File: src/rtl/coin_acceptor.sv
// coin_acceptor: synchronizes and debounces the nickel/dime/quarter buttons and turns
// one physical press into one coin event, held on c until the soda FSM pulses tot_ld.
module coin_acceptor #(
    parameter int DEBOUNCE_CYCLES = 1_000_000,
    parameter int CNT_W           = 20,
    parameter int VAL_W           = 8,
    parameter int NICKEL_VAL      = 5,
    parameter int DIME_VAL        = 10,
    parameter int QUARTER_VAL     = 25
) (
    input  logic             clk,
    input  logic             rst,
    input  logic             btn_nickel,
    input  logic             btn_dime,
    input  logic             btn_quarter,
    input  logic             tot_ld,
    output logic             c,
    output logic [VAL_W-1:0] a,
    output logic             reject
);

    typedef enum logic [1:0] {
        IDLE     = 2'd0,
        DEBOUNCE = 2'd1,
        PENDING  = 2'd2,
        RELEASE  = 2'd3
    } state_t;

    localparam logic [CNT_W-1:0] CNT_LAST = CNT_W'(DEBOUNCE_CYCLES - 1);

    logic [2:0]       sync1_q;
    logic [2:0]       sync2_q;
    logic [2:0]       pat_q;
    logic [2:0]       s;
    state_t           state_q;
    logic [CNT_W-1:0] cnt_q;
    logic             c_q;
    logic             reject_q;
    logic [VAL_W-1:0] a_q;
    logic             patOneHot;
    logic [VAL_W-1:0] patValue;

    assign s      = sync2_q;
    assign c      = c_q;
    assign a      = a_q;
    assign reject = reject_q;

    // Two-flop synchronizer, bit order {quarter, dime, nickel}.
    always_ff @(posedge clk or negedge rst) begin
        if (!rst) begin
            sync1_q <= 3'b000;
            sync2_q <= 3'b000;
        end else begin
            sync1_q <= {btn_quarter, btn_dime, btn_nickel};
            sync2_q <= sync1_q;
        end
    end

    always_comb begin
        patValue  = '0;
        patOneHot = 1'b1;
        case (pat_q)
            3'b001:  patValue = VAL_W'(NICKEL_VAL);
            3'b010:  patValue = VAL_W'(DIME_VAL);
            3'b100:  patValue = VAL_W'(QUARTER_VAL);
            default: patOneHot = 1'b0;
        endcase
    end

    // Reset lands in RELEASE so a button held through reset must be let go before it counts.
    always_ff @(posedge clk or negedge rst) begin
        if (!rst) begin
            state_q  <= RELEASE;
            cnt_q    <= '0;
            pat_q    <= 3'b000;
            c_q      <= 1'b0;
            a_q      <= '0;
            reject_q <= 1'b0;
        end else begin
            reject_q <= 1'b0;
            case (state_q)
                IDLE: begin
                    if (s != 3'b000) begin
                        pat_q   <= s;
                        cnt_q   <= '0;
                        state_q <= DEBOUNCE;
                    end
                end
                DEBOUNCE: begin
                    if (s != pat_q) begin
                        state_q <= IDLE;
                    end else if (cnt_q == CNT_LAST) begin
                        cnt_q <= '0;
                        if (patOneHot) begin
                            c_q     <= 1'b1;
                            a_q     <= patValue;
                            state_q <= PENDING;
                        end else begin
                            reject_q <= 1'b1;
                            state_q  <= RELEASE;
                        end
                    end else begin
                        cnt_q <= cnt_q + 1'b1;
                    end
                end
                PENDING: begin
                    if (tot_ld) begin
                        c_q     <= 1'b0;
                        a_q     <= '0;
                        cnt_q   <= '0;
                        state_q <= RELEASE;
                    end
                end
                RELEASE: begin
                    if (s != 3'b000) begin
                        cnt_q <= '0;
                    end else if (cnt_q == CNT_LAST) begin
                        state_q <= IDLE;
                    end else begin
                        cnt_q <= cnt_q + 1'b1;
                    end
                end
                default: begin
                    state_q <= RELEASE;
                    cnt_q   <= '0;
                    c_q     <= 1'b0;
                    a_q     <= '0;
                end
            endcase
        end
    end

endmodule

File: config.mk
export PLATFORM = sky130hd
export DESIGN_NAME = coin_acceptor
export DESIGN_NICKNAME = d
export VERILOG_FILES = /design/src/rtl/coin_acceptor.sv
export SDC_FILE = /design/constraint.sdc
export NUM_CORES = 1
export LEC_CHECK = 0
export BUFFER_PORTS_ARGS = -buffer_cell sky130_fd_sc_hd__buf_2
export CAP_MARGIN = 15
export CORE_ASPECT_RATIO = 1.5
export CORE_UTILIZATION = 28
export CTS_CLUSTER_SIZE = 20
export DETAILED_ROUTE_END_ITERATION = 10
export GPL_ROUTABILITY_DRIVEN = 0
export PLACE_DENSITY = 0.53
export SLEW_MARGIN = 20
export SYNTH_ARGS = -nofsm -noshare
export SYNTH_HDL_FRONTEND = slang
export SYNTH_SLANG_ARGS = --single-unit
File: constraint.sdc
create_clock -name clk -period 3.95 [get_ports clk]
set_input_delay 0.79 -clock clk [delete_from_list [all_inputs] [get_ports clk]]
set_output_delay 0.79 -clock clk [all_outputs]
set_load 0.03 [all_outputs]
==> results.md, run 1 <==
* Die width at roughly 74 um
* Post-synth top area cell: dfrtp_1
* Synth async-reset ratio at 100%
* RSZ-0062 raised after global routing: no
* GRT Residual Overflow at 0
* Pleak at a little under 1 nW
* Hold Buf Count CTS at 0
* Initial antenna violation count at 0
* Worst R2R End: a[0]
* Min Hold Slack at 348 ps
* Wire length per cell at approximately 15 um
* Max Transition Viols Final at 0
* Worst Reg-to-Reg Cells at 6
* NumNets Final at ~240
* Post-CTS Setup Inserts at 0
* CTS tree: yes
* # fillers at between 700 and 800
* Ranking of synthesized cells by area: dfrtp_1, o2bb2ai_1, nor2_1, nand3_1, a22o_1
* Peak VDD IR at 206 uV
* Initial Util at approximately 29%
* Fin. Hold Viols at 0
* Syn_area_per_cell at 9.65 sq um
* Critical Path End Type: flop
* Hold endpoint: s[2]
* First-pass GRT wire length at ~8600 um
* Post-synth EDFFs at 0
* Status: complete, no violations
* DIE HEIGHT at approximately 110 um
* Layout cell share with drive strength beyond 1 at between 15 and 20%
* H-Tree Depth at 2
* Row count at 39
* Worst reg-to-reg setup slack at between 1000 and 1500 ps
* Largest stage delay on the critical path at 640 ps
* Via count at between 1500 and 2000
* Slew @ Worst Pin at 932 ps
* I/O pin count at 16
* F_max at 0.405 GHz
* Final critical-path share of the clock period at around 63%
* Mapped Cells at between 200 and 250
* DR iter-0 viols at 138
* Final core occ at about 33%
* Commonest non-fill, non-tap cells in the layout: dfrtp_1, nor2_1, inv_1
* Yosys warning total at 0
* Worst Hold Class: reg -> reg
* CTS Sinks at 38
* Drt pass-1 iters at 4
* Largest net degree at the start of global routing at 39
* Worst-path cell chain: ha_1 > and4_1 > nand2_1 > or4_1 > a21bo_4 > a22o_1
* Total Routing Usage GR at between 10 and 15%
* Crit path launch type: flop
* Required time worst endpoint at about 4000 ps
* Number of global-route vias before repair at between 1500 and 2000
* Port Buffers at 12
* Min Tclk post-route at 2470 ps
* Critical-path maximum fanout at 7
* Dpl hpwl at 3710 um
* Residual DRC count at 0
* R2R Path Start: cnt_q[0]
* Max Cap Viol at 0
* Die area at between 8000 and 9000 sq um
* CP max-delay cell: or4_1
* Crit path kind: reg -> reg
* Seq cells post-synth at 38
* Area growth syn-to-layout at 13.8%
* Most common flop cell mapped by yosys: dfrtp_1
* Worst skew pair latency at ~280 ps
* Post-synthesis cell type count at 57
* Syn Std Cell Area at approximately 2200 sq um
* Antenna diodes at 0
* Sequential share of the synthesized area at a little over two fifths
* Critical Path AT at 2640 ps
* Hold path cells at 0
* Final setup fails at 0
* Setup TNS at 0 ps
* Rel. slew slack at 37.3%
* Max Root-Sink Buffers at 2
* PwrDens at 562 nW/um^2
* CTS Buf Count at 5
* Most common cell after layout, fill and taps aside: dfrtp_1
* CTS clk-pin slew, worst paths at approximately 60 ps
* Area share of the largest cell type after synthesis at between 40% and 50%
* Total routed wirelength at just over 5000 um
* Clk root buf: clkbuf_16
* Resize count post-CTS at 0
* Post-DR vias/cell at roughly 5.3
* Hold path start: sync1_q[2]
* Core Region at about 7600 sq um
* ANT nets after route at 0
* Clock skew at about 3.4 ps
[power by group]
part	total [mW]	internal [mW]	leakage, nW	switching (mW)
Combinational	0.417	0.150	0.417	0.267
Clock	0.471	0.315	0.0841	0.155
Sequential	0.500	0.435	0.492	0.0656
[flip-flops by register name, summed over array words and instances (netlist names), named ones only]
register,flops
c,1
state_q,1
s,3
pat_q,3
sync1_q,3
cnt_q,20
a,5
reject,1
[cell usage after synthesis, types with 2 or more instances]
cell       number
dfrtp_1        36
nor2_1         18
inv_1          15
nand3_1        13
nand2_1        11
o21ai_0        11
o2bb2ai_1      11
nor3_1          9
a21oi_1         8
a22o_1          7
nand4_1         6
a211oi_1        5
and3_1          5
buf_4           4
or4_1           4
clkbuf_1        3
nor4_1          3
nor4b_1         3
o21a_1          3
xnor2_1         3
a32o_1          2
a41oi_1         2
and2b_1         2
buf_2           2
dfstp_2         2
nor2b_1         2
nor4b_4         2
o21ai_2         2
or3_1           2
xor2_1          2
[logic make-up after synthesis]
group	count (synthesis)	share of synthesized area [%]
AO/OA/AOI/OAI	61	21.3
XOR/XNOR	5	2.02
adder cells (fa/ha/maj)	1	0.576
buffers and inverters	26	5.70
flip-flops	38	43.9
multiplexers	1	0.518
other	1	0.173
AND/OR/NAND/NOR	92	25.9
[stage by stage]
step / instance area, sq um / total power, mW / cells / setup slack (ps)
after detailed placement: 2300 / 0.930 / 330 / 1360
after CTS: 2470 / 1.41 / 338 / 1480
after global routing: 2470 / 1.47 / 338 / 1300
after floorplan: 2180 / 0.829 / 227 / 1820
final: 2470 / 1.39 / 338 / 1480
after global placement: 2300 / 0.924 / 330 / 1320
[final cells by class]
| type | count | area (sq um) | area share, % |
|---|---|---|---|
| repair buffers | 12 | 60.1 | 2.43 |
| multi-input cells | 163 | 1100 | 44.6 |
| clock inverters | 1 | 30.0 | 1.21 |
| inverters | 15 | 56.3 | 2.28 |
| clock buffers | 7 | 143 | 5.77 |
| flip-flops and latches | 38 | 953 | 38.6 |
| well taps | 102 | 128 | 5.16 |
[metal layers]
layer  share of wire, %  routed length (um)  global-route usage (%)  vias up
li1                   -                   -                       -      858
met1                 40                2020                    15.5      899
met2                 55                2810                    24.9       35
met3                2.2                 111                    3.12       10
met4                3.2                 164                    7.97        0
met5                  0                   0                       0        -
[critical path, delay by kind of cell (launching register included)]
kind	cells	cell delay (ps)
simple gates	3	1150
compound gates	2	510
flops	1	420
fa+ha+maj	1	280
[worst max-delay path by stage]
stage,slack (ps),startpoint,end,cells past startpoint
after CTS,1480,cnt_q[0],a[0],6
after floorplan,1820,cnt_q[0],a[0],7
after global routing,1300,cnt_q[0],a[0],6
after global placement,1320,tot_ld,cnt_q[0],6
final,1480,cnt_q[0],a[0],6
after detailed placement,1360,tot_ld,cnt_q[0],6
No activity file was read; power rests on OpenSTA's default activity.
==> run 2: changes to the inputs <==
==> constraint.sdc (replaced) <==
create_clock -name clk -period 2.46 [get_ports clk]
set_input_delay 0.492 -clock clk [delete_from_list [all_inputs] [get_ports clk]]
set_output_delay 0.492 -clock clk [all_outputs]
set_load 0.03 [all_outputs]
==> run 2 against run 1 <==
Maximum frequency up 7.1%; sequential cell count unchanged; global-route usage down 0.79 points; die area unchanged; largest cell class unchanged; non-clock buffer count up 9.
==> results.md, run 2 (same netlist as run 1, synthesis figures left out) <==
* Status: complete, no violations (unchanged)
* Overall power at 2.31 mW (was 1.39 mW)
* NumNets Final at 251 (was 242)
* CP max-delay cell: or4_1 (unchanged)
* Via count at 1776 (was 1802)
* Total routed wirelength at 4980 um (was 5110 um)
* Area growth syn-to-layout at 17.7% (was 13.8%)
* Commonest non-fill, non-tap cells in the layout: dfrtp_1, nor2_1, inv_1 (unchanged)
* Final core occ at 33.8% (was 32.7%)
* Worst Hold Class: in -> async (was reg -> reg)
* H-Tree Depth at 2 (unchanged)
* Layout cell share with drive strength beyond 1 at 19.2% (was 16.1%)
* CP delay by family, top: simple AND/OR/NAND/NOR gates (unchanged)
* Post-DR vias/cell at 5.12 (was 5.33)
* Non-Filler Instances at 347 (was 338)
* Number of global-route vias before repair at 1705 (was 1713)
* Resize count post-CTS at 0 (unchanged)
* Total Routing Usage GR at 13.4% (was 14.2%)
* Required time worst endpoint at 2630 ps (was 4120 ps)
* RSZ-0062 raised after global routing: no (unchanged)
* Critical-path maximum fanout at 6 (was 7)
* Fin. Hold Viols at 0 (unchanged)
* Die width at 73.9 um (unchanged)
* Port Buffers at 12 (unchanged)
* Post-CTS Setup Inserts at 0 (unchanged)
* Slack of the critical path at 154 ps (was 1480 ps)
* GRT Residual Overflow at 0 (unchanged)
* Residual DRC count at 0 (unchanged)
* Worst skew pair latency at 280 ps (about the same)
* DR iter-0 viols at 98 (was 138)
* CTS clk-pin slew, worst paths at 60 ps (about the same)
* Rel. slew slack at 43.4% (was 37.3%)
* Clk root buf: clkbuf_16 (unchanged)
* Placed cell count at 339 (was 330)
* Worst Path Buf+Inv at 0 (unchanged)
* Clock skew at 3.31 ps (was 3.40 ps)
* ANT nets after route at 0 (unchanged)
* CTS Sinks at 38 (unchanged)
* Worst slack, placed at 127 ps (was 1360 ps)
* Antenna diodes at 0 (unchanged)
* Most common cell after layout, fill and taps aside: dfrtp_1 (unchanged)
* Max Root-Sink Buffers at 2 (unchanged)
* Final setup fails at 0 (unchanged)
* PwrDens at 903 nW/um^2 (was 562 nW/um^2)
* Dpl hpwl at 3650 um (was 3710 um)
* Pleak at 1.04 nW (was 0.992 nW)
* Largest stage delay on the critical path at 610 ps (was 640 ps)
* Initial antenna violation count at 0 (unchanged)
* Peak VDD IR at 387 uV (was 206 uV)
* Worst-path cell chain: ha_1 > and4_1 > nand2_1 > or4_1 > a21bo_4 > a22o_1 (unchanged)
* Min Tclk post-route at 2310 ps (was 2470 ps)
* CTS tree: yes (unchanged)
* Drt pass-1 iters at 4 (unchanged)
* I/O pin count at 16 (unchanged)
* Max Transition Viols Final at 0 (unchanged)
* Largest net degree at the start of global routing at 39 (unchanged)
* Largest register FFs at 20 (unchanged)
* F_max at 0.434 GHz (was 0.405 GHz)
* Wire length per cell at 14.4 um (was 15.1 um)
* Initial Util at 28.7% (unchanged)
* DIE HEIGHT at 110 um (unchanged)
* Row count at 39 (unchanged)
* First-pass GRT wire length at 8160 um (was 8580 um)
* Slew @ Worst Pin at 850 ps (was 932 ps)
* Crit path kind: reg -> reg (unchanged)
* Critical Path AT at 2480 ps (was 2640 ps)
* Top reg by flops: cnt_q (unchanged)
* Core Region at 7560 sq um (unchanged)
* Die area at 8120 sq um (unchanged)
* Hold Buf Count CTS at 0 (unchanged)
* Setup TNS at 0 ps (unchanged)
* CTS Buf Count at 5 (unchanged)
* Critical Path End Type: flop (unchanged)
* Final critical-path share of the clock period at 93.7% (was 62.5%)
* Max Cap Viol at 0 (unchanged)
* Crit path launch type: flop (unchanged)
==> run 2: cell count changes in the layout (fill, tap and decap cells not counted) <==
cell	before	now
nor2_4	0	1
buf_4	0	8
buf_12	0	1
nor2_2	1	0
==> run 2: area by class of cell <==
| type | instances | area [sq um] |
|---|---|---|
| Clock buffer | 7 | 143 |
| Clock inverter | 1 | 30.0 |
| Fill cell | 746 | 5010 |
| Inverter | 15 | 56.3 |
| Multi-Input combinational cell | 163 | 1110 |
| Sequential cell | 38 | 953 |
| Tap cell | 102 | 128 |
| Timing Repair Buffer | 21 | 140 |
==> run 2: report_power, final <==
| group | switching (mW) | total, mW | internal [mW] |
|---|---|---|---|
| sequential | 0.105 | 0.803 | 0.698 |
| combinational | 0.445 | 0.747 | 0.302 |
| clock | 0.253 | 0.759 | 0.507 |
==> run 2: path summary, 6_finish.rpt <==
check | depth (start not counted) | slack (ps) | endpoint | from
hold / removal | 1 | 310 | reject | rst
setup / recovery | 6 | 150 | a[0] | cnt_q[0]
min in group clk | 1 | 310 | sync1_q[2] | btn_quarter
hold reg to reg | 0 | 350 | s[0] | sync1_q[0]
setup reg to reg | 6 | 150 | a[0] | cnt_q[0]
max in group asynchronous | 1 | 1600 | cnt_q[12] | rst
==> run 2: layer usage <==
| metal | part of all wire, % | wire length [um] | up-vias | track usage (%) |
|---|---|---|---|---|
| met3 | 2.4 | 118 | 9 | 2.47 |
| met2 | 53 | 2640 | 39 | 23.8 |
| met5 | 0 | 0 | - | 0 |
| met4 | 2.4 | 118 | 0 | 7.42 |
| met1 | 42 | 2110 | 855 | 14.8 |
| li1 | - | - | 873 | - |
==> run 2: metrics by stage <==
stage / cell area (sq um) / hold WS, ps
after detailed placement: 2380 / 336
after floorplan: 2180 / 196
after global placement: 2380 / 332
final: 2560 / 311
after CTS: 2550 / 307
after global routing: 2560 / 309
==> run 3: changes to the inputs <==
--- a/config.mk
+++ b/config.mk
@@ -8,11 +8,11 @@
 export BUFFER_PORTS_ARGS = -buffer_cell sky130_fd_sc_hd__buf_2
 export CAP_MARGIN = 15
 export CORE_ASPECT_RATIO = 1.5
-export CORE_UTILIZATION = 28
+export CORE_UTILIZATION = 54
 export CTS_CLUSTER_SIZE = 20
 export DETAILED_ROUTE_END_ITERATION = 10
 export GPL_ROUTABILITY_DRIVEN = 0
-export PLACE_DENSITY = 0.53
+export PLACE_DENSITY = 0.86
 export SLEW_MARGIN = 20
 export SYNTH_ARGS = -nofsm -noshare
 export SYNTH_HDL_FRONTEND = slang
==> constraint.sdc (replaced) <==
create_clock -name clk -period 2.1 [get_ports clk]
set_input_delay 0.42 -clock clk [delete_from_list [all_inputs] [get_ports clk]]
set_output_delay 0.42 -clock clk [all_outputs]
set_load 0.03 [all_outputs]
==> run 3 against run 2 <==
The run now ends with negative setup slack left; setup slack got worse by 250 ps; critical path depth decreased by 1; cell area increased by 10%; critical endpoint unchanged; largest power group is now combinational logic.
==> results.md, run 3 (same netlist as run 1, synthesis figures left out) <==
* Status: complete, but fails checks (was complete, no violations)
* Failing checks: negative setup slack
* RSZ-0062 raised after global routing: yes (was no)
* Critical Path AT at 2380 ps (was 2480 ps)
* Residual DRC count at 0 (unchanged)
* First-pass GRT wire length at 9540 um (was 8160 um)
* Core Region at 3750 sq um (was 7560 sq um)
* CP delay by family, top: simple AND/OR/NAND/NOR gates (unchanged)
* # fillers at 220 (was 746)
* Max Root-Sink Buffers at 2 (unchanged)
* ANT nets after route at 0 (unchanged)
* Worst-path cell chain: nor4b_4 > nand4_2 > or4_4 > a21bo_4 > a22o_1 (was ha_1 > and4_1 > nand2_1 > or4_1 > a21bo_4 > a22o_1)
* Die area at 4290 sq um (was 8120 sq um)
* Fin. Hold Viols at 0 (unchanged)
* R2R Path Start: cnt_q[8] (was cnt_q[0])
* Clock skew at 14.2 ps (was 3.31 ps)
* Row count at 27 (was 39)
* Total routed wirelength at 6230 um (was 4980 um)
* Largest register FFs at 20 (unchanged)
* Setup TNS at -445 ps (was 0 ps)
* Required time worst endpoint at 2290 ps (was 2630 ps)
* Wire length per cell at 19.0 um (was 14.4 um)
* Max Cap Viol at 0 (unchanged)
* Slack of the critical path at -94.4 ps (was 154 ps)
* DIE HEIGHT at 79.7 um (was 110 um)
* Pleak at 1.23 nW (was 1.04 nW)
* Peak VDD IR at 796 uV (was 387 uV)
* Critical Path End Type: flop (unchanged)
* H-Tree Depth at 2 (unchanged)
* F_max at 0.456 GHz (was 0.434 GHz)
* Layout cell share with drive strength beyond 1 at 34.9% (was 19.2%)
* Area growth syn-to-layout at 29.7% (was 17.7%)
* Crit path kind: reg -> reg (unchanged)
* Commonest non-fill, non-tap cells in the layout: buf_4, dfrtp_1, nor2_1 (was dfrtp_1, nor2_1, inv_1)
* Worst Hold Class: in -> async (unchanged)
* Rel. slew slack at 43.2% (was 43.4%)
* CP max-delay cell: or4_4 (was or4_1)
* I/O pin count at 16 (unchanged)
* Crit path launch type: flop (unchanged)
* Post-DR vias/cell at 6.51 (was 5.12)
* Via count at 2128 (was 1776)
* Worst skew pair latency at 300 ps (was 280 ps)
* Worst slack, placed at -121 ps (was 127 ps)
* PwrDens at 1050 nW/um^2 (was 903 nW/um^2)
* GRT Residual Overflow at 0 (unchanged)
* Top reg by flops: cnt_q (unchanged)
* Drt pass-1 iters at 7 (was 4)
* Setup crit start: cnt_q[8] (was cnt_q[0])
* Largest net degree at the start of global routing at 39 (unchanged)
* Final critical-path share of the clock period at 104% (was 93.7%)
* CTS tree: yes (unchanged)
* Total Routing Usage GR at 31.1% (was 13.4%)
* Worst Path Buf+Inv at 0 (unchanged)
* Antenna diodes at 0 (unchanged)
* Final setup fails at 8 (was 0)
* Port Buffers at 12 (unchanged)
* CTS Sinks at 38 (unchanged)
* Initial Util at 57.9% (was 28.7%)
* Initial antenna violation count at 0 (unchanged)
* DR iter-0 viols at 142 (was 98)
* Max Transition Viols Final at 0 (unchanged)
* Die width at 53.8 um (was 73.9 um)
* CTS clk-pin slew, worst paths at 90 ps (was 60 ps)
* Critical-path maximum fanout at 5 (was 6)
* NumNets Final at 290 (was 251)
* Number of global-route vias before repair at 2017 (was 1705)
* Clk root buf: clkbuf_8 (was clkbuf_16)
* Most common cell after layout, fill and taps aside: buf_4 (was dfrtp_1)
* Min Tclk post-route at 2190 ps (was 2310 ps)
* Largest stage delay on the critical path at 580 ps (was 610 ps)
* CTS Buf Count at 5 (unchanged)
* Slew @ Worst Pin at 852 ps (was 850 ps)
* Hold Buf Count CTS at 0 (unchanged)
* Dpl hpwl at 3980 um (was 3650 um)
==> run 3: what timing repair did <==
item | CTS | global route
resized for setup | 5 | 12
hold endpoints to repair | 0 | 0
gates cloned | 0 | 1
endpoints found under the setup margin | 20 | 20
setup buffers | 2 | 4
pin swaps | 4 | 8
==> run 3: area by class of cell <==
type | instances | area (sq um) | area share, %
Inverter | 15 | 56.3 | 2.00
Sequential cell | 38 | 955 | 33.9
Clock inverter | 2 | 60.1 | 2.13
Multi-Input combinational cell | 164 | 1200 | 42.5
Tap cell | 43 | 53.8 | 1.91
Timing Repair Buffer | 59 | 413 | 14.7
Clock buffer | 6 | 82.6 | 2.93
==> run 3: through the flow <==
step	hold WS [ps]	util, %	power (mW)	area [sq um]	instances
CTS	224	72.6	2.79	2720	322
finish	221	75.1	2.95	2820	327
detailed placement	335	67.8	2.01	2540	312
global route	221	75.1	3.09	2820	327
floorplan	124	-	1.56	2190	227
global placement	333	67.8	1.96	2540	312
==> run 3: worst paths after layout <==
kind                       depth (start not counted)  slack (ps)          to
max in group asynchronous                          1        1290    cnt_q[8]
max                                                5         -90        a[0]
min reg2reg                                        0         350        s[1]
min                                                1         220        a[0]
min in group clk                                   1         230  sync1_q[2]
max reg2reg                                        5         -90        a[0]
==> run 3: power breakdown <==
| group | total [mW] | internal, mW | leakage (nW) | switching, mW |
|---|---|---|---|---|
| Clock | 0.779 | 0.507 | 0.0714 | 0.272 |
| Sequential | 0.890 | 0.816 | 0.490 | 0.0734 |
| Combinational | 1.28 | 0.580 | 0.672 | 0.700 |
==> run 3: per-layer routing <==
layer  wire (um)  vias up  share of wire (%)  GRT usage, %
met1        2350     1018                 38          36.6
met5           0        -                  0             0
met3         461       36                7.4          8.19
met4         309        0                5.0          16.8
li1            -      950                  -             -
met2        3100      124                 50          49.8
